==> src/rtl/cam_capture_rgb332.sv <==
// Purpose: capture an OV7670 RGB565 byte stream under VSYNC/HREF framing, pack each
//   pixel to RGB332 and write it to a dual-port frame buffer at a linear address.
// Latency: one clk from the second byte of a pixel to its write strobe. There is no
//   backpressure: the camera cannot be stalled, so writes past the frame are dropped.
//
// Ports:
//   clk, rst              camera pixel clock, synchronous active-high reset
//   CAM_vsync, CAM_href   frame sync (high = blanking), line valid
//   CAM_px_data           RGB565 byte stream, high byte first
//   DP_RAM_addr_in/data_in/regW   registered buffer write port, one-clk strobe
//   frame_done            one-clk pulse when vsync rises during capture
//   overflow, byte_err    sticky status, cleared when vsync falls
module cam_capture_rgb332 #(
  parameter int CAM_SCREEN_X = 320,
  parameter int CAM_SCREEN_Y = 240,
  parameter int AW           = 17,
  parameter int DW           = 8
) (
  input  logic          clk,
  input  logic          rst,
  input  logic          CAM_vsync,
  input  logic          CAM_href,
  input  logic [7:0]    CAM_px_data,
  output logic [AW-1:0] DP_RAM_addr_in,
  output logic [DW-1:0] DP_RAM_data_in,
  output logic          DP_RAM_regW,
  output logic          frame_done,
  output logic          overflow,
  output logic          byte_err
);

  localparam logic [1:0] WAIT_VS     = 2'd0;
  localparam logic [1:0] FRAME_START = 2'd1;
  localparam logic [1:0] BYTE1       = 2'd2;
  localparam logic [1:0] BYTE2       = 2'd3;

  // Address PIX_TOTAL belongs to the reader's background pixel; never written.
  localparam logic [AW-1:0] PIX_TOTAL = AW'(CAM_SCREEN_X * CAM_SCREEN_Y);

  logic [1:0]    state;
  logic [AW-1:0] pix_cnt;
  // Only the first byte's R[4:2] and G[5:3] bits survive the RGB332 packing.
  logic [5:0]    byte1_keep;

  always_ff @(posedge clk) begin
    if (rst) begin
      state          <= WAIT_VS;
      pix_cnt        <= '0;
      byte1_keep     <= '0;
      DP_RAM_addr_in <= '0;
      DP_RAM_data_in <= '0;
      DP_RAM_regW    <= 1'b0;
      frame_done     <= 1'b0;
      overflow       <= 1'b0;
      byte_err       <= 1'b0;
    end else begin
      DP_RAM_regW <= 1'b0;
      frame_done  <= 1'b0;

      case (state)
        // Skip any partial frame until the first full blanking interval is seen.
        WAIT_VS: begin
          if (CAM_vsync) state <= FRAME_START;
        end

        FRAME_START: begin
          if (!CAM_vsync) begin
            pix_cnt  <= '0;
            overflow <= 1'b0;
            byte_err <= 1'b0;
            state    <= BYTE1;
          end
        end

        BYTE1: begin
          if (CAM_vsync) begin
            frame_done <= 1'b1;
            state      <= FRAME_START;
          end else if (CAM_href) begin
            byte1_keep <= {CAM_px_data[7:5], CAM_px_data[2:0]};
            state      <= BYTE2;
          end
        end

        BYTE2: begin
          // vsync wins over href: a pending first byte is simply abandoned.
          if (CAM_vsync) begin
            frame_done <= 1'b1;
            state      <= FRAME_START;
          end else if (CAM_href) begin
            if (pix_cnt < PIX_TOTAL) begin
              DP_RAM_data_in <= DW'({byte1_keep, CAM_px_data[4:3]});
              DP_RAM_addr_in <= pix_cnt;
              DP_RAM_regW    <= 1'b1;
              pix_cnt        <= pix_cnt + AW'(1);
            end else begin
              // Saturate rather than wrap so the start of the frame is not overwritten.
              overflow <= 1'b1;
            end
            state <= BYTE1;
          end else begin
            // Line ended between the two bytes of a pixel.
            byte_err <= 1'b1;
            state    <= BYTE1;
          end
        end

        default: state <= WAIT_VS;
      endcase
    end
  end

endmodule

==> config.mk <==
export PLATFORM = sky130hd
export DESIGN_NAME = cam_capture_rgb332
export DESIGN_NICKNAME = d
export VERILOG_FILES = /design/src/rtl/cam_capture_rgb332.sv
export SDC_FILE = /design/constraint.sdc
export NUM_CORES = 1
export LEC_CHECK = 0
export ABC_AREA = 1
export CAP_MARGIN = 25
export CORE_ASPECT_RATIO = 0.7
export CORE_MARGIN = 5
export CORE_UTILIZATION = 47
export DETAILED_ROUTE_END_ITERATION = 8
export GPL_TIMING_DRIVEN = 0
export PLACE_DENSITY = 0.74
export SLEW_MARGIN = 15
export SYNTH_ARGS = -nofsm -noshare
export SYNTH_HDL_FRONTEND = slang
export SYNTH_SLANG_ARGS = --single-unit
==> constraint.sdc <==
create_clock -name clk -period 1.4 [get_ports clk]
set_clock_uncertainty 0.1 [all_clocks]
set_input_delay 0.28 -clock clk [delete_from_list [all_inputs] [get_ports clk]]
set_output_delay 0.28 -clock clk [all_outputs]
set_load 0.005 [all_outputs]
# After elaboration in Yosys (flattened, before gate mapping)

Index checks and enable logic that the tools add are counted.

$mul: 0
Shift operators: 0
Add/subtract/negate cells: 1
Equality and inequality tests: 11
Mux-type cells: 21
Bitwise logic cells: 4
$lt $le $gt $ge: 1
Reductions and logical operators: 11
Div/mod/pow operators: 0

Operators with widths:

| operator                                                              | count |
|---|---|
| 17-bit 2-to-1 mux                                                     | 4 |
| 17-bit case mux with 2 select lines                                   | 1 |
| 17-bit by 1-bit adder with 17-bit output, second input constant       | 1 |
| 17-bit less-than comparator, second input constant                    | 1 |
| 2-bit != test, second input constant                                  | 7 |
| 2-bit 2-to-1 mux                                                      | 5 |
| 5-bit AND reduction                                                   | 2 |
| 1-bit 2-to-1 mux                                                      | 8 |
| 2-bit case mux with 4 select lines                                    | 1 |
| 4-bit AND reduction                                                   | 2 |
| 3-bit AND reduction                                                   | 2 |
| 2-bit equality test, second input constant                            | 2 |
| 1-bit NOT                                                             | 4 |
| 1-bit case mux with 2 select lines                                    | 2 |
| 2-bit OR reduction                                                    | 2 |
| 4-bit OR reduction                                                    | 1 |
| 3-bit != test, second input constant                                  | 1 |
| 2-bit by 1-bit equality test with 1-bit output, second input constant | 1 |
| 2-bit logical NOT                                                     | 1 |
| 2-bit nonzero test                                                    | 1 |

Register bits: 54
ROM bits: 0
Logic and storage cells: 58
Memories: 0
Output and inout port bits: 29
Bits in latches: 0
Input bits: 12
Bits in writable memories: 0

# Depth between registers and ports, before layout

Gate-level depths: netlist (run 1).

Depth in word-level cells: 5
Mapped depth: 10

# Worst setup path before layout (run 1)

No wires, ideal clock.

Kind: flip-flop to flip-flop
From: register pix_cnt[0]
To: register pix_cnt[10]
Data arrival time: 1,250 ps
Buffers on the path: 0
Path slack: -59 ps
Cell stages (with the launch flop): 11
Clock period less this slack: 1,459 ps
Path through: dfxtp_1 -> ha_1 -> nand2_1 -> nor2_2 -> nand3_2 -> nor2_1 -> nand2_1 -> nand2_1 -> nand2_1 -> nand2_1 -> inv_1

Word-level cells in the longest chain between the ends: 5
Elaborated cells between the ends (all ways): 8

RTL lines:

| item                                     | RTL line | RTL |
|---|---|---|
| from (decl)                              | 41       | `logic [AW-1:0] pix_cnt;` |
| from (signal assigned)                   | 95       | `pix_cnt <= pix_cnt + AW'(1);` |
| 17-bit by 1-bit adder with 17-bit output | 95       |  |
| 17-bit 2-to-1 mux                        | 91       | `if (pix_cnt < PIX_TOTAL) begin` |
| 17-bit 2-to-1 mux                        | 90       | `end else if (CAM_href) begin` |
| 17-bit 2-to-1 mux                        | 87       | `if (CAM_vsync) begin` |
| 17-bit case mux with 2 select lines      | 60       | `case (state)` |

Parallel ways exist; a longest one is shown, timed or not. The select of a mux whose other input is x is not followed.
A chain may end at the register's enable or synchronous reset.

# Final worst setup path (run 1)

From: register pix_cnt[14]
To: register DP_RAM_addr_in[5]

Word-level cells in the longest chain between the ends: 2

RTL lines:

| item                                 | RTL line | RTL |
|---|---|---|
| 17-bit less-than comparator          | 91       |  |
| 4-bit AND reduction (no source line) | n/a      |  |
| to (signal assigned)                 | 93       | `DP_RAM_addr_in <= pix_cnt;` |
| to (decl)                            | 24       | `output logic [AW-1:0] DP_RAM_addr_in,` |

No other way between the ends.

==> impl_metrics.env, run 1 <==
export IMPL_status="finished, violations left"
export IMPL_violations="negative setup slack"
export IMPL_ys_types=26
export IMPL_worst_skew_pair_late_latency_ns=0.30
export IMPL_grt_usage_pct=19.8
export IMPL_crit_fanout=8
export IMPL_cts_made_buffers=5
export IMPL_drtPass1Iterations=4
export IMPL_synth_ff_type="dfxtp_1"
export IMPL_r2r_start="pix_cnt[14]"
export IMPL_endpoint="DP_RAM_addr_in[5]"
export IMPL_layout_drive_gt1_share_pct=40.4
export IMPL_rr_worst_depth=7
export IMPL_syn_area_per_cell_um2=7.31
export IMPL_rsz0062_at_grt="true"
export IMPL_place_congestion=0.894
export IMPL_ys_warnings_count=0
export IMPL_row_count=21
export IMPL_cts_sinks=54
export IMPL_hold_violations=0
export IMPL_cts_max_path_buffers=2
export IMPL_boundaryPins=41
export IMPL_viasPerCell=5.01
export IMPL_timing_final_max_slew_violations=0
export IMPL_worstReg2RegEnd="DP_RAM_addr_in[5]"
export IMPL_netlist_area_um2=2300
export IMPL_synthTopCellsByArea="dfxtp_1 47%, inv_1 8.0%, nand2_1 8.0%, nor2_1 6.9%, a21oi_1 6.5%"
export IMPL_fin_ws_ns=-0.145
export IMPL_synth_area_leader_cell="dfxtp_1"
export IMPL_die_w_um=93.5
export IMPL_synth_fa_ha_area_share_pct=0.545
export IMPL_synth_xor_area_share_pct=0
export IMPL_grt_antenna_before_repair=0
export IMPL_leakagePower_nw=1.57
export IMPL_holdCritPathClass="input pin to flip-flop"
export IMPL_vias=2304
export IMPL_finalNetCount=403
export IMPL_synth_most_common_cell="dfxtp_1"
export IMPL_post_route_period_util_pct=110
export IMPL_clock_fmax_ghz=0.647
export IMPL_cp_data_arrival_time_ns=1.63
export IMPL_crit_chain="nor2_4 -> nand3_4 -> nand2_4 -> nand3_4 -> buf_8 -> o21ai_0 -> a21oi_1"
export IMPL_h_tree_depth=2
export IMPL_critPathRequiredTime_ns=1.49
export IMPL_die_area_um2=6400
export IMPL_ir_drop_mv=0.580
export IMPL_worstSetupStartpoint="pix_cnt[14]"
export IMPL_antennaDiodeCount=0
export IMPL_grt_pass1_vias=2087
export IMPL_worst_pin_slew_ns=0.296
export IMPL_synth_top_family_by_area="simple AND/OR/NAND/NOR gates"
export IMPL_design_area_um2=3550
export IMPL_critPathSlowestCell="dfxtp_4"
export IMPL_max_cap_viol_count=0
export IMPL_max_stage_delay_ns=0.36
export IMPL_synth_top_cells_by_count="54 x dfxtp_1, 49 x inv_1, 49 x nand2_1, 42 x nor2_1, 30 x a21oi_1"
export IMPL_synthMuxAreaShare_pct=0
export IMPL_reg2reg_slack_ns=-0.14
export IMPL_core_area_um2=4760
export IMPL_power_density_nw_per_um2=764
export IMPL_async_flop_share_pct=0
export IMPL_grt_pass1_wl_um=9870
export IMPL_p_total_mw=2.72
export IMPL_place_area_um2=2810
export IMPL_min_period_ns=1.54
export IMPL_relSlewSlack_pct=80.3
export IMPL_cts_tree="yes"
export IMPL_yosys_area_share_simple_pct=25.1
export IMPL_holdWs_ns=0.309
export IMPL_final_cells=460
export IMPL_critPathKind="flip-flop to flip-flop"
export IMPL_area_delta_synth_final_pct=54.8
export IMPL_wl_per_cell_um=14.8
export IMPL_grt_start_max_net_pins=18
export IMPL_io_buffers=40
export IMPL_synth_compound_area_share_pct=16.2
export IMPL_syn_inst=314
export IMPL_dp_cells=423
export IMPL_drc=0
export IMPL_dpl_hpwl_um=3860
export IMPL_setup_violations=37
export IMPL_path_common_cell="nand3_4"
export IMPL_start_kind="flip-flop"
export IMPL_drtIter0Drc=157
export IMPL_ys_ff_latch=54
export IMPL_end_kind="flip-flop"
export IMPL_path_clk_slew_ns=0.10
export IMPL_start_util_pct=48.3
export IMPL_die_h_um=68.5
export IMPL_synth_top_area_share_pct=47.1
export IMPL_synth_seq_area_share_pct=47.1
export IMPL_wl_um=6810
export IMPL_clockRootBuffer="clkbuf_8"
export IMPL_synth_edf_count=0
export IMPL_grt_ovfl_total=0
export IMPL_ant_nets=0
export IMPL_hold_buffers=0
export IMPL_synth_nets=327
export IMPL_fin_util_pct=74.7
power by group:
| part | switching, mW | internal, mW |
|---|---|---|
| clock | 0.520 | 0.410 |
| sequential | 0.0164 | 1.53 |
| combinational | 0.122 | 0.112 |
layout by cell type (no fill, tap or decap), types with 2 or more instances in the layout:
cell type        count
nor2_4               5
nand2_4              5
o21ai_0              8
dlygate4sd2_1       31
nand3_1             11
nor3_1               6
nor2_2               7
nand2_2              6
nand2_1             40
clkbuf_2             3
nor3_4               2
nor2_1              33
inv_2                6
buf_4               22
o21ai_1              2
buf_8                4
o21bai_1             5
a21oi_1             24
clkbuf_16            2
inv_1               44
buf_6                8
nand3_2              3
clkbuf_8             6
dfxtp_1             17
dfxtp_2             27
clkdlybuf4s50_1      9
o21ai_2             22
dfxtp_4             10
nand3_4              6
a21oi_2              8
cells by family after synthesis:
group	Yosys count
buffers and inverters	62
AOI/OAI and AO/OA	70
adders and majority gates	1
and+or+nand+nor	127
DFF	54
repair_timing:
| action | CTS | global route |
|---|---|---|
| endpoints found under the setup margin | 79 | 49 |
| cloned | 2 | 2 |
| resized for setup | 92 | 103 |
| pin swaps | 21 | 22 |
| buffers inserted | 18 | 8 |
registers in the layout (all words and copies together) (netlist names), 2 cells and up:
register,flops
pix_cnt,17
byte1_keep,6
DP_RAM_addr_in,17
DP_RAM_data_in,8
state,2
worst max-delay path, delay by kind of cell, from the launching register on:
family          cells  cell delay, ns
buf+inv             1            0.21
simple gates        4            0.50
compound gates      2            0.25
flops               1            0.36
final cells by class:
cell class                      count  area, µm²
Buffer                             11        114
Clock buffer                        6       82.6
Clock inverter                      2       15.0
Fill cell                         346       1200
Inverter                           50        188
Multi-Input combinational cell    198       1260
Sequential cell                    54       1150
Tap cell                           69       86.3
Timing Repair Buffer               70        661
layer usage:
layer  up-vias  part of all wire [%]  track usage (%)  wire length (µm)
li1       1144                     -                -                 -
met1      1080                    44             25.3              2990
met2        66                    49             33.3              3350
met3        14                   4.6             4.51               315
met4         0                   2.1             6.85               145
met5         -                     0                0                 0
worst min path at each step:
stage | endpoint | depth (start not counted) | startpoint | slack, ns
4_1_cts | state[1] | 2 | CAM_vsync | 0.31
6_report | state[1] | 2 | CAM_vsync | 0.31
5_1_grt | state[1] | 2 | CAM_vsync | 0.33
2_1_floorplan | state[0] | 1 | rst | 0.25
3_5_place_dp | DP_RAM_data_in[6] | 2 | DP_RAM_data_in[6] | 0.34
3_3_place_gp | DP_RAM_data_in[6] | 2 | DP_RAM_data_in[6] | 0.33
stage by stage:
stage	setup WS, ns	setup TNS (ns)
2_1_floorplan	0.0144	0
3_3_place_gp	-0.507	-18.29
3_5_place_dp	-0.500	-19.25
4_1_cts	-0.0947	-0.200
5_1_grt	-0.214	-4.85
6_report	-0.145	-1.89
Note: power is estimated with default switching activity, not from simulation.
==> run 2: changes to the inputs <==
--- a/config.mk
+++ b/config.mk
@@ -7,12 +7,14 @@
 export LEC_CHECK = 0
 export ABC_AREA = 1
 export CAP_MARGIN = 25
+export CELL_PAD_IN_SITES_DETAIL_PLACEMENT = 2
+export CELL_PAD_IN_SITES_GLOBAL_PLACEMENT = 2
 export CORE_ASPECT_RATIO = 0.7
 export CORE_MARGIN = 5
-export CORE_UTILIZATION = 47
+export CORE_UTILIZATION = 26
 export DETAILED_ROUTE_END_ITERATION = 8
 export GPL_TIMING_DRIVEN = 0
-export PLACE_DENSITY = 0.74
+export PLACE_DENSITY = 0.73
 export SLEW_MARGIN = 15
 export SYNTH_ARGS = -nofsm -noshare
 export SYNTH_HDL_FRONTEND = slang
==> run 2 against run 1 <==
  * The run still ends with negative setup slack left
  * Via count is 2.5% higher
  * First-iteration DRC count is 34% lower
  * Flip-flop and latch count stayed put
  * Worst setup slack worse by 0.058 ns
  * Global-route usage is 3.7 points lower
  * Combinational power is 17% higher
  * Core utilization is 31 points lower
  * Hold slack worse by 0.083 ns
  * Final area is 5.1% higher
==> impl_metrics.env, run 2 (same netlist as run 1, synthesis figures left out) <==
export IMPL_vias=2362
export IMPL_holdCritPathClass="input pin to flip-flop"
export IMPL_rsz0062_at_grt="true"
export IMPL_cts_sinks=54
export IMPL_die_h_um=88.6
export IMPL_relSlewSlack_pct=74.5
export IMPL_grt_antenna_before_repair=0
export IMPL_grt_pass1_vias=2524
export IMPL_post_route_period_util_pct=114
export IMPL_min_period_ns=1.60
export IMPL_drc=0
export IMPL_boundaryPins=41
export IMPL_wl_per_cell_um=18.6
export IMPL_start_kind="flip-flop"
export IMPL_antennaDiodeCount=0
export IMPL_rr_worst_depth=9
export IMPL_ant_nets=0
export IMPL_worstSetupStartpoint="pix_cnt[0]"
export IMPL_layout_drive_gt1_share_pct=39.4
export IMPL_critPathRequiredTime_ns=1.52
export IMPL_final_cells=506
export IMPL_core_area_um2=8550
export IMPL_worst_pin_slew_ns=0.382
export IMPL_hold_violations=0
export IMPL_grt_usage_pct=16.0
export IMPL_power_density_nw_per_um2=880
export IMPL_dpl_hpwl_um=5560
export IMPL_drtPass1Iterations=4
export IMPL_grt_ovfl_total=0
export IMPL_crit_fanout=5
export IMPL_p_total_mw=3.29
export IMPL_clock_fmax_ghz=0.624
export IMPL_cp_data_arrival_time_ns=1.73
export IMPL_start_util_pct=26.9
export IMPL_leakagePower_nw=1.59
export IMPL_wl_um=9390
export IMPL_worst_skew_pair_late_latency_ns=0.30
export IMPL_grt_start_max_net_pins=18
export IMPL_ir_drop_mv=0.398
export IMPL_timing_final_max_slew_violations=0
export IMPL_drtIter0Drc=103
export IMPL_critPathKind="flip-flop to flip-flop"
export IMPL_end_kind="flip-flop"
export IMPL_setup_violations=40
export IMPL_layout_commonest_cell="inv_1"
export IMPL_place_congestion=0.762
export IMPL_viasPerCell=4.67
export IMPL_violations="negative setup slack"
export IMPL_hold_buffers=0
export IMPL_worstReg2RegEnd="pix_cnt[12]"
export IMPL_reg_top3="DP_RAM_addr_in: 17 flops, pix_cnt: 17 flops, DP_RAM_data_in: 8 flops"
export IMPL_grt_pass1_wl_um=13400
export IMPL_endpoint="pix_cnt[12]"
export IMPL_row_count=28
export IMPL_die_w_um=122
export IMPL_fin_ws_ns=-0.203
export IMPL_final_cell_mix="44 x inv_1, 36 x nand2_1, 30 x dfxtp_1, 30 x dlygate4sd2_1, 29 x nor2_1"
export IMPL_dp_cells=474
export IMPL_r2r_start="pix_cnt[0]"
export IMPL_cts_max_path_buffers=2
export IMPL_cts_made_buffers=5
export IMPL_cts_tree="yes"
export IMPL_path_clk_slew_ns=0.07
export IMPL_finalNetCount=398
export IMPL_io_buffers=40
export IMPL_clockRootBuffer="clkbuf_16"
export IMPL_h_tree_depth=2
export IMPL_die_area_um2=10800
export IMPL_status="finished, violations left"
export IMPL_max_cap_viol_count=0
export IMPL_reg2reg_slack_ns=-0.20
export IMPL_area_delta_synth_final_pct=62.8
==> run 2: cell count changes in the layout (fill, tap and decap cells not counted), sizes merged <==
cell           previous run  this run
clkinv                    0         1
clkdlybuf4s50             9         8
inv                      52        51
clkdlybuf4s15             0         1
dlymetal6s2s              0         1
bufinv                    0         1
dlygate4sd2              31        30
buf                      36        30
==> run 2: where the power goes <==
part | total [mW] | internal, mW | switching (mW)
sequential | 1.55 | 1.53 | 0.0181
clock | 1.46 | 0.849 | 0.613
combinational | 0.275 | 0.125 | 0.150
==> run 2: area by class of cell <==
type,count,area [µm²]
Timing Repair Buffer,65,646
Inverter,50,188
Clock inverter,3,43.8
Buffer,11,123
Multi-Input combinational cell,198,1320
Tap cell,120,150
Fill cell,965,4810
Sequential cell,54,1140
Clock buffer,5,125
==> run 2: how the worst min path moves through the flow <==
| stage | startpoint | endpoint | slack (ns) | cells after the start |
|---|---|---|---|---|
| 5_1_grt | rst | state[0] | 0.24 | 2 |
| 4_1_cts | CAM_vsync | state[1] | 0.25 | 2 |
| 3_3_place_gp | DP_RAM_addr_in[4] | DP_RAM_addr_in[4] | 0.33 | 2 |
| 3_5_place_dp | DP_RAM_addr_in[4] | DP_RAM_addr_in[4] | 0.34 | 2 |
| 2_1_floorplan | rst | state[0] | 0.25 | 1 |
| 6_report | rst | state[0] | 0.23 | 2 |
==> run 2: metrics by stage <==
stage                     setup slack [ns]  hold WS (ns)  utilization [%]  TNS, ns  cell area, µm²
after floorplan                     0.0144         0.249                -        0            2330
after global placement              -0.594         0.333             33.7   -22.62            2880
after detailed placement            -0.666         0.342             33.7   -25.36            2880
after CTS                           -0.117         0.251             39.3   -0.552            3360
after global routing                -0.273         0.244             43.7    -6.53            3740
final                               -0.203         0.226             43.7    -3.59            3740
==> run 2: repair_timing <==
| action | in CTS | in global routing |
|---|---|---|
| setup endpoints to repair | 79 | 49 |
| resized for setup | 118 | 87 |
| buffers inserted | 13 | 7 |
| pin swaps | 16 | 16 |
| gates cloned | 2 | 3 |
==> run 2: metal layers <==
| layer | part of all wire, % | wire length [µm] | global-route usage [%] | vias up |
|---|---|---|---|---|
| met5 | 0 | 0 | 0 | - |
| met4 | 1.4 | 131 | 4.07 | 0 |
| met3 | 3.1 | 290 | 3.39 | 8 |
| met2 | 52 | 4880 | 27.3 | 40 |
| met1 | 44 | 4090 | 20.9 | 1175 |
| li1 | - | - | - | 1139 |
==> run 2: worst max-delay path: stages (launching register included) <==
cell and delay, ns:
dfxtp_4 0.40, ha_4 0.15, nand2_4 0.06, nor2_4 0.12, nand3_4 0.14, nor3_4 0.19, nand2_1 0.10, nand2_1 0.09
nand2_1 0.07, nor2_1 0.10
==> run 3: changes to the inputs <==
--- a/config.mk
+++ b/config.mk
@@ -10,12 +10,11 @@
 export CELL_PAD_IN_SITES_DETAIL_PLACEMENT = 2
 export CELL_PAD_IN_SITES_GLOBAL_PLACEMENT = 2
 export CORE_ASPECT_RATIO = 0.7
-export CORE_MARGIN = 5
+export CORE_MARGIN = 1
 export CORE_UTILIZATION = 26
 export DETAILED_ROUTE_END_ITERATION = 8
 export GPL_TIMING_DRIVEN = 0
 export PLACE_DENSITY = 0.73
-export SLEW_MARGIN = 15
 export SYNTH_ARGS = -nofsm -noshare
 export SYNTH_HDL_FRONTEND = slang
 export SYNTH_SLANG_ARGS = --single-unit
==> run 3 against run 2 <==
  * The run still ends with negative setup slack left
  * Non-clock buffer count up 3
  * Sequential power barely moved
  * Fmax up 1.9%
  * Largest power group unchanged
  * Highest routed layer unchanged
==> impl_metrics.env, run 3 (same netlist as run 1, synthesis figures left out) <==
export IMPL_rsz0062_at_grt="true"
export IMPL_dp_worst_setup_slack_ns=-0.632
export IMPL_swShare_pct=24.2
export IMPL_vias=2354
export IMPL_crit_fanout=4
export IMPL_cts_sinks=54
export IMPL_p_comb_share_pct=7.7
export IMPL_worst_pin_slew_ns=0.296
export IMPL_design_area_um2=3520
export IMPL_max_cap_viol_count=0
export IMPL_fin_ws_ns=-0.173
export IMPL_violations="negative setup slack"
export IMPL_layout_drive_gt1_share_pct=31.4
export IMPL_place_area_um2=2880
export IMPL_cts_made_buffers=5
export IMPL_grt_start_max_net_pins=17
export IMPL_place_congestion=0.798
export IMPL_rr_worst_depth=10
export IMPL_max_stage_delay_ns=0.39
export IMPL_die_area_um2=9220
export IMPL_start_util_pct=27.0
export IMPL_hold_violations=0
export IMPL_reg2reg_slack_ns=-0.17
export IMPL_critPathSlowestCell="dfxtp_4"
export IMPL_boundaryPins=41
export IMPL_grt_antenna_before_repair=0
export IMPL_drtIter0Drc=55
export IMPL_switchingPower_uw=753
export IMPL_clock_fmax_ghz=0.636
export IMPL_power_density_nw_per_um2=884
export IMPL_relSlewSlack_pct=80.2
export IMPL_layout_commonest_cell="inv_1"
export IMPL_reg_top3="DP_RAM_addr_in: 17 flops, pix_cnt: 17 flops, DP_RAM_data_in: 8 flops"
export IMPL_grt_pass1_wl_um=13400
export IMPL_status="finished, violations left"
export IMPL_clkPwrFrac_pct=42.4
export IMPL_p_int_mw=2.35
export IMPL_row_count=28
export IMPL_worst_skew_pair_late_latency_ns=0.30
export IMPL_clockRootBuffer="clkbuf_16"
export IMPL_min_period_ns=1.57
export IMPL_wl_um=8820
export IMPL_grt_usage_pct=19.6
export IMPL_h_tree_depth=2
export IMPL_final_cell_mix="43 x inv_1, 40 x nand2_1, 34 x nor2_1, 30 x dlygate4sd2_1, 29 x a21oi_1"
export IMPL_viasPerCell=4.62
export IMPL_dpl_hpwl_um=5280
export IMPL_post_route_period_util_pct=112
export IMPL_min_path_cells=2
export IMPL_nFillCells=970
export IMPL_start_kind="flip-flop"
export IMPL_setup_violations=39
export IMPL_cts_tree="yes"
export IMPL_grt_pass1_vias=2543
export IMPL_antennaDiodeCount=0
export IMPL_core_area_um2=8510
export IMPL_r2r_start="pix_cnt[1]"
export IMPL_wl_per_cell_um=17.3
export IMPL_crit_chain="ha_4 -> nand2_4 -> nor2_4 -> nand3_4 -> nor2_4 -> nand2_2 -> nand2_2 -> nand2_1 -> nand2_1 -> inv_1"
export IMPL_drtPass1Iterations=4
export IMPL_die_w_um=114
export IMPL_drc=0
export IMPL_finalNetCount=401
export IMPL_end_kind="flip-flop"
export IMPL_cp_data_arrival_time_ns=1.68
export IMPL_leakagePower_nw=1.52
export IMPL_timing_final_max_slew_violations=0
export IMPL_cts_max_path_buffers=2
export IMPL_critPathRequiredTime_ns=1.50
export IMPL_area_delta_synth_final_pct=53.1
export IMPL_hp_start="CAM_vsync"
export IMPL_path_clk_slew_ns=0.07
export IMPL_die_h_um=80.6
export IMPL_worstReg2RegEnd="pix_cnt[10]"
export IMPL_setup_tns_final_ns=-1.94
export IMPL_ant_nets=0
export IMPL_holdWs_ns=0.265
export IMPL_holdPathEnd="state[1]"
export IMPL_holdCritPathClass="input pin to flip-flop"
export IMPL_p_seq_share_pct=49.9
export IMPL_critPathKind="flip-flop to flip-flop"
export IMPL_io_buffers=40
export IMPL_grt_ovfl_total=0
export IMPL_ir_drop_mv=0.435
-- run 3: cell types whose count changed in the layout (fill, tap and decap cells not counted), moves of 6 or more --
cell / delta
o21ai_1: +7
a21oi_1: +6
o21ai_2: -20
a21oi_2: -6
buf_4: +6
o21ai_0: +16
-- run 3: how the worst max path moves through the flow --
stage | start | endpoint | slack (ns) | depth (start not counted)
finish | pix_cnt[1] | pix_cnt[10] | -0.17 | 10
global route | pix_cnt[1] | pix_cnt[12] | -0.29 | 9
CTS | pix_cnt[2] | pix_cnt[15] | -0.1 | 8
detailed placement | CAM_vsync | pix_cnt[1] | -0.63 | 6
global placement | CAM_vsync | pix_cnt[1] | -0.64 | 6
floorplan | pix_cnt[1] | pix_cnt[10] | 0.01 | 10
-- run 3: routing by layer --
metal / up-vias / global-route usage, % / share of wire (%)
met5: - / 0 / 0
met4: 0 / 5.32 / 1.4
li1: 1138 / - / -
met1: 1171 / 23.7 / 45
met3: 10 / 3.55 / 2.7
met2: 35 / 35.5 / 51
-- run 3: power groups by stage --
| stage | Sequential [mW] | Clock [mW] | Combinational [mW] |
|---|---|---|---|
| 2_1_floorplan | 1.60 | 0 | 0.0843 |
| 3_3_place_gp | 1.60 | 0 | 0.165 |
| 3_5_place_dp | 1.60 | 0 | 0.168 |
| 4_1_cts | 1.55 | 1.35 | 0.221 |
| 5_1_grt | 1.55 | 1.41 | 0.259 |
| 6_report | 1.55 | 1.32 | 0.238 |
-- run 3: through the flow --
step           total power [mW]  std cells  utilization (%)
2_1_floorplan              1.68        314                -
3_3_place_gp               1.76        474             33.8
3_5_place_dp               1.77        474             33.8
4_1_cts                    3.12        503             39.8
5_1_grt                    3.22        509             41.3
6_report                   3.11        509             41.3
-- run 3: critical path, delay by kind of cell, from the launching register on --
kind	cells	cell delay [ns]
buffers and inverters	1	0.04
adders and majority gates	1	0.16
DFF	1	0.39
and+or+nand+nor	8	0.78
-- run 3: area by class of cell --
class                   count  area (µm²)  share of cell area, %
clock inverters             2        12.5                  0.356
repair buffers             68         609                   17.3
inverters                  50         190                   5.41
well taps                 120         150                   4.27
plain buffers              11        97.6                   2.78
multi-input cells         198        1180                   33.6
flip-flops and latches     54        1140                   32.3
clock buffers               6         139                   3.95
-- run 3: repair_timing --
item	4_1_cts	5_1_grt
gates resized for setup	113	27
buffers inserted	20	6
cloned	2	0
hold buffers	0	0
setup endpoints to repair	79	50
pin swaps	13	11
